===== config.mk =====
export PLATFORM = sky130hd
export DESIGN_NAME = fetch_unit
export DESIGN_NICKNAME = d
export VERILOG_FILES = /design/src/rtl/fetch_unit.sv
export SDC_FILE = /design/constraint.sdc
export NUM_CORES = 1
export LEC_CHECK = 0
export BUFFER_PORTS_ARGS = -buffer_cell sky130_fd_sc_hd__buf_4
export CORE_ASPECT_RATIO = 2
export CORE_UTILIZATION = 50
export DETAILED_ROUTE_END_ITERATION = 10
export HOLD_SLACK_MARGIN = 0.15
export PLACE_DENSITY = 0.84
export SYNTH_ARGS = -nofsm -noshare
export SYNTH_HDL_FRONTEND = slang
export SYNTH_SLANG_ARGS = --single-unit

===== constraint.sdc =====
create_clock -name clk -period 9.15 [get_ports clk]
set_clock_uncertainty 0.1 [all_clocks]
set_input_delay 1.3725 -clock clk [delete_from_list [all_inputs] [get_ports clk]]
set_output_delay 1.3725 -clock clk [all_outputs]
set_load 0.005 [all_outputs]

===== src/rtl/fetch_unit.sv =====
`default_nettype none
// +---------------------------------------------------------------------------+
// | fetch_unit: PC owner, 1-cycle imem read issue, 2-entry output FIFO with   |
// | redirect flush. Optional perf counters under macro FETCH_PERF_CNT_EN.     |
// | Revision: 1.0                                                             |
// +---------------------------------------------------------------------------+
module fetch_unit #(
  parameter int          ADDR_WIDTH = 10,
  parameter int          DATA_WIDTH = 32,
  parameter logic [31:0] RESET_PC   = 32'h0000_0000
) (
  input  logic                  clk,
  input  logic                  rst_n,
  input  logic                  fetch_en,
  output logic                  imem_en,
  output logic                  imem_we,
  output logic [ADDR_WIDTH-1:0] imem_addr,
  input  logic [DATA_WIDTH-1:0] imem_dout,
  input  logic                  redirect_valid,
  input  logic [31:0]           redirect_pc,
  output logic                  out_valid,
  input  logic                  out_ready,
  output logic [31:0]           out_pc,
  output logic [DATA_WIDTH-1:0] out_instr,
  output logic [31:0]           perf_fetched,
  output logic [31:0]           perf_stall
);

  localparam logic [1:0] c_st_run   = 2'd0;
  localparam logic [1:0] c_st_hold  = 2'd1;
  localparam logic [1:0] c_st_flush = 2'd2;

  logic [1:0]            r_state;
  logic [1:0]            w_state_nxt;
  logic [31:0]           r_pc;
  logic [31:0]           r_pc_q;
  logic                  r_inflight;
  logic [1:0]            r_count;
  logic [31:0]           r_e0_pc;
  logic [DATA_WIDTH-1:0] r_e0_instr;
  logic [31:0]           r_e1_pc;
  logic [DATA_WIDTH-1:0] r_e1_instr;
  logic                  w_pop;
  logic                  w_push;
  logic [2:0]            w_occ;
  logic                  w_issue;

  assign out_valid = (r_count != 2'd0);
  assign out_pc    = r_e0_pc;
  assign out_instr = r_e0_instr;
  assign w_pop     = out_valid & out_ready;
  assign w_push    = r_inflight & (r_state != c_st_flush);

  // Slots committed after this cycle; the pop frees one for a same-cycle issue.
  assign w_occ   = {1'b0, r_count} + {2'b00, r_inflight} - {2'b00, w_pop};
  assign w_issue = rst_n & fetch_en & ~redirect_valid & (w_occ < 3'd2);

  assign imem_en   = w_issue;
  assign imem_we   = 1'b0;
  assign imem_addr = r_pc[ADDR_WIDTH+1:2];

  always_comb begin
    w_state_nxt = r_state;
    if (redirect_valid)
      w_state_nxt = c_st_flush;
    else if (fetch_en)
      w_state_nxt = c_st_run;
    else
      w_state_nxt = c_st_hold;
  end

  always_ff @(posedge clk or negedge rst_n) begin
    if (!rst_n) begin
      r_state    <= c_st_hold;
      r_pc       <= RESET_PC;
      r_pc_q     <= '0;
      r_inflight <= 1'b0;
    end else begin
      r_state <= w_state_nxt;
      if (redirect_valid) begin
        r_pc       <= redirect_pc & 32'hFFFF_FFFC;
        r_inflight <= 1'b0;
      end else begin
        r_inflight <= w_issue;
        if (w_issue) begin
          r_pc_q <= r_pc;
          r_pc   <= r_pc + 32'd4;
        end
      end
    end
  end

  // Shift FIFO: entry 0 is always the head driven to decode.
  always_ff @(posedge clk or negedge rst_n) begin
    if (!rst_n) begin
      r_count    <= 2'd0;
      r_e0_pc    <= '0;
      r_e0_instr <= '0;
      r_e1_pc    <= '0;
      r_e1_instr <= '0;
    end else if (redirect_valid) begin
      r_count <= 2'd0;
    end else begin
      case ({w_push, w_pop})
        2'b10: begin
          if (r_count == 2'd0) begin
            r_e0_pc    <= r_pc_q;
            r_e0_instr <= imem_dout;
          end else begin
            r_e1_pc    <= r_pc_q;
            r_e1_instr <= imem_dout;
          end
          r_count <= r_count + 2'd1;
        end
        2'b01: begin
          r_e0_pc    <= r_e1_pc;
          r_e0_instr <= r_e1_instr;
          r_count    <= r_count - 2'd1;
        end
        2'b11: begin
          if (r_count == 2'd2) begin
            r_e0_pc    <= r_e1_pc;
            r_e0_instr <= r_e1_instr;
            r_e1_pc    <= r_pc_q;
            r_e1_instr <= imem_dout;
          end else begin
            r_e0_pc    <= r_pc_q;
            r_e0_instr <= imem_dout;
          end
        end
        default: ;
      endcase
    end
  end

`ifdef FETCH_PERF_CNT_EN
  logic [31:0] r_perf_fetched;
  logic [31:0] r_perf_stall;

  always_ff @(posedge clk or negedge rst_n) begin
    if (!rst_n) begin
      r_perf_fetched <= '0;
      r_perf_stall   <= '0;
    end else begin
      if (w_pop)
        r_perf_fetched <= r_perf_fetched + 32'd1;
      if (out_valid & ~out_ready)
        r_perf_stall <= r_perf_stall + 32'd1;
    end
  end

  assign perf_fetched = r_perf_fetched;
  assign perf_stall   = r_perf_stall;
`else
  assign perf_fetched = 32'd0;
  assign perf_stall   = 32'd0;
`endif

endmodule
`default_nettype wire

==> impl_results.html <==
<table>
<tr><th>Metric</th><th>Value</th></tr>
<tr><th colspan="2">Layout</th></tr>
<tr><td>P&amp;R area growth vs syn</td><td>15.76%</td></tr>
<tr><td>Most frequent cells in the layout</td><td>sky130_fd_sc_hd__dfrtp_1, sky130_fd_sc_hd__mux2_2, sky130_fd_sc_hd__buf_4, sky130_fd_sc_hd__nand2_1, sky130_fd_sc_hd__conb_1</td></tr>
<tr><td>Share of final-layout standard cells stronger than drive strength 1</td><td>0.4085</td></tr>
<tr><td>Fraction of the core area covered by cells at the end of the flow</td><td>0.5903</td></tr>
<tr><td># fillers</td><td>1460</td></tr>
<tr><td>Final antenna diode count</td><td>0</td></tr>
<tr><td>Most common library cell in the layout ignoring fill and taps</td><td>sky130_fd_sc_hd__dfrtp_1</td></tr>
<tr><td>Post-layout nets</td><td>978</td></tr>
<tr><th colspan="2">STA</th></tr>
<tr><td>Achievable frequency</td><td>182.9 MHz</td></tr>
<tr><td>Time the worst path needs with I/O delays and setup</td><td>5468 ps</td></tr>
<tr><td>Worst slew margin relative to its limit</td><td>0.1816</td></tr>
<tr><td>Final worst-path cycle share</td><td>0.5975</td></tr>
<tr><td>Slew @ Worst Pin</td><td>1228 ps</td></tr>
<tr><td>Setup violations, final</td><td>0</td></tr>
<tr><td>Max Slew Vio Count</td><td>0</td></tr>
<tr><td>Setup tns final</td><td>0 ps</td></tr>
<tr><td>Setup repair after global routing missed its margin</td><td>no</td></tr>
<tr><td>Final hold violation count</td><td>0</td></tr>
<tr><th colspan="2">Drt</th></tr>
<tr><td>Antenna-violating nets left</td><td>0</td></tr>
<tr><td>Detailed Route Iter0 Violations</td><td>228</td></tr>
<tr><td>Via-per-instance ratio</td><td>5.615</td></tr>
<tr><td>WL final</td><td>19990 um</td></tr>
<tr><td>DR pass1 iterations</td><td>4</td></tr>
<tr><td>Post-detailed-route DRC marker count</td><td>0</td></tr>
<tr><td>Total via count after detailed routing</td><td>6367</td></tr>
<tr><td>Wire length per cell after detailed routing</td><td>17.63 um</td></tr>
<tr><th colspan="2">Logic synthesis</th></tr>
<tr><td>Count of mapped cells out of synthesis</td><td>794</td></tr>
<tr><td>Unique cell type count in the Yosys netlist</td><td>56</td></tr>
<tr><td>Number of synthesis warnings</td><td>0</td></tr>
<tr><td>Flop and latch count out of synthesis</td><td>190</td></tr>
<tr><td>Top_reg_cell synth</td><td>sky130_fd_sc_hd__dfrtp_1</td></tr>
<tr><td>Seq/Total Area, Yosys</td><td>0.5095</td></tr>
<tr><td>Count of flip-flops with a built-in enable after synthesis</td><td>0</td></tr>
<tr><td>Ys async rst share</td><td>1.000</td></tr>
<tr><td>Average cell area after synthesis</td><td>11.76 um2</td></tr>
<tr><td>Post-synthesis instance area</td><td>0.009334 mm2</td></tr>
<tr><th colspan="2">Floorplanning</th></tr>
<tr><td>Total I/O pin count</td><td>210</td></tr>
<tr><td>Die H</td><td>195.2 um</td></tr>
<tr><td>Row count</td><td>70</td></tr>
<tr><td>Initial Utilization</td><td>0.5099</td></tr>
<tr><td>Die outline area</td><td>0.01925 mm2</td></tr>
<tr><td>DIE WIDTH</td><td>98.61 um</td></tr>
<tr><td>Core area</td><td>0.01831 mm2</td></tr>
<tr><th colspan="2">Global routing</th></tr>
<tr><td>Met3 demand-to-capacity share in global routing</td><td>0.03221</td></tr>
<tr><td>Most Used Layer, Global Route</td><td>met2</td></tr>
<tr><td>Met1 track utilization from global routing</td><td>0.2308</td></tr>
<tr><td>Number of antenna violations at the first check in global routing</td><td>0</td></tr>
<tr><td>Total routing resource utilization after global routing</td><td>0.2161</td></tr>
<tr><td>Wire length of the first global-routing pass</td><td>32290 um</td></tr>
<tr><td>Maximum number of pins on one net before global-route repair</td><td>78</td></tr>
<tr><td>Vias in the first global route</td><td>6427</td></tr>
<tr><td>Global-route congestion overflow total</td><td>0</td></tr>
<tr><td>Met2 Track Usage GR</td><td>0.4014</td></tr>
<tr><th colspan="2">Clock network</th></tr>
<tr><td>Max Root-Sink Buffers</td><td>2</td></tr>
<tr><td>Hold Buf Count CTS</td><td>0</td></tr>
<tr><td># resized after CTS</td><td>0</td></tr>
<tr><td>Buffer count from post-CTS setup fixing</td><td>0</td></tr>
<tr><td>Clk_lat worst skew</td><td>420 ps</td></tr>
<tr><td>Clock root buffer</td><td>sky130_fd_sc_hd__clkbuf_16</td></tr>
<tr><td>CTS tree</td><td>yes</td></tr>
<tr><td>H-tree levels</td><td>4</td></tr>
<tr><td>Sinks on Clock Net</td><td>190</td></tr>
<tr><td>Total clock buffers created by CTS</td><td>17</td></tr>
<tr><td>Clock Pin Slew Worst Setup and Hold Paths</td><td>70 ps</td></tr>
<tr><th colspan="2">Place</th></tr>
<tr><td>HPWL reported at the end of detailed placement</td><td>13640 um</td></tr>
<tr><td>Final GP Congestion</td><td>0.8590</td></tr>
<tr><td>Quantity of I/O buffers inserted on ports</td><td>142</td></tr>
<tr><th colspan="2">Worst setup path</th></tr>
<tr><td>Critical path endpoint category</td><td>primary output</td></tr>
<tr><td>Setup slack of the worst register-to-register path</td><td>4840 ps</td></tr>
<tr><td>Setup CP Type</td><td>in2out</td></tr>
<tr><td>Largest fanout on the critical path</td><td>10</td></tr>
<tr><td>CP startpoint kind</td><td>input pin</td></tr>
<tr><td>Critical path data arrival time</td><td>4000 ps</td></tr>
<tr><td>Data required time at the worst endpoint</td><td>7680 ps</td></tr>
<tr><th colspan="2">Pwr</th></tr>
<tr><td>Max rail drop VDD</td><td>0.0001062 V</td></tr>
<tr><td>Pwr per Cell Area</td><td>235.5 mW/mm2</td></tr>
<tr><td>Leak pwr</td><td>5.224 nW</td></tr>
<tr><th colspan="2">Outcome</th></tr>
<tr><td>Run status</td><td>finished, final reports clean</td></tr>
<tr><th colspan="2">Run</th></tr>
<tr><td>Count of max-cap constraint violations</td><td>0</td></tr>
<tr><th colspan="2">Worst hold path</th></tr>
<tr><td>Hold WC Path Type</td><td>reg2reg</td></tr>
</table>
## layout make-up
class / count / area, um2 / area share
Multi-Input combinational cell: 536 / 4029 / 0.3729
Sequential cell: 190 / 4756 / 0.4401
Tap cell: 216 / 270.3 / 0.02501
Clock buffer: 22 / 474.2 / 0.04389
Inverter: 13 / 48.80 / 0.004516
Clock inverter: 9 / 110.1 / 0.01019
Timing Repair Buffer: 148 / 1117 / 0.1034
## critical path, cell delays in order
cell and delay [ps]:
sky130_fd_sc_hd__buf_4 130, sky130_fd_sc_hd__o21ai_0 290, sky130_fd_sc_hd__inv_1 190, sky130_fd_sc_hd__ha_1 310, sky130_fd_sc_hd__nand2b_1 160, sky130_fd_sc_hd__fa_1 430
sky130_fd_sc_hd__xnor2_1 690, sky130_fd_sc_hd__nand2_1 160, sky130_fd_sc_hd__inv_1 140, sky130_fd_sc_hd__buf_4 120
## synth_stat cells (all sizes together), types with 6 or more instances
master | n | area (um2)
o21ai | 18 | 90.09
nand3 | 21 | 117.6
or4 | 7 | 52.55
nand4 | 20 | 140.1
clkbuf | 20 | 76.32
mux2 | 187 | 2106
nor3 | 16 | 80.08
nor2 | 11 | 41.29
a22oi | 7 | 52.55
inv | 12 | 45.04
dfrtp | 189 | 4730
buf | 99 | 703.2
a221o | 6 | 60.06
o211ai | 11 | 82.58
nor4 | 7 | 43.79
nand2 | 102 | 382.9
## through the flow
stage          cell area, um2  setup slack (ps)  power (mW)  cells  hold WS, ps
2_1_floorplan            9574              4064       1.507    858        359.9
3_3_place_gp            10220              3779       1.801   1103        377.0
3_5_place_dp            10220              3715       1.834   1103        382.8
4_1_cts                 10810              3713       2.576   1134        402.8
5_1_grt                 10810              3556       2.676   1134        410.9
6_report                10810              3682       2.544   1134        398.0
## path summary, 6_finish.rpt
check / depth (start not counted) / end / start
max: 10 / imem_en / out_ready
min in group asynchronous: 1 / out_instr[5] / rst_n
max in group asynchronous: 2 / out_instr[28] / rst_n
min reg2reg: 2 / r_pc_q[8] / r_pc_q[8]
max reg2reg: 9 / r_pc[10] / r_count[1]
min: 2 / r_pc_q[8] / r_pc_q[8]
## kinds of logic (layout without fill, tap and decap cells)
family          count (synthesis)  count (layout)  share of synthesized area
simple gates                  208             208                     0.1126
buf+inv                       132             192                    0.08874
mux                           187             187                     0.2256
fa+ha+maj                       3               3                   0.004825
other cells                     1              65                  0.0004018
flops                         190             190                     0.5095
xor+xnor                        4               4                   0.005228
compound gates                 69              69                    0.05309
## power by group
| part | total [mW] | switching (mW) | leakage, nW | internal (mW) |
|---|---|---|---|---|
| clock network | 0.734 | 0.310 | 0.290 | 0.424 |
| logic | 0.617 | 0.235 | 2.49 | 0.382 |
| registers | 1.19 | 0.139 | 2.44 | 1.05 |
| total | 2.54 | 0.684 | 5.22 | 1.86 |
## registers in the layout, summed over array words and instances, names as in the netlist
signal      cells
r_pc_q         30
r_inflight      1
r_pc           30
r_state         2
out_pc         31
r_count         2
r_e1_pc        30
out_instr      32
r_e1_instr     32
## metal layers
metal | wire length (um) | share of wire
met1 | 7334 | 0.37
met2 | 11060 | 0.55
met3 | 836 | 0.042
met4 | 763 | 0.038
met5 | 0 | 0
No activity file was read; power rests on OpenSTA's default activity.
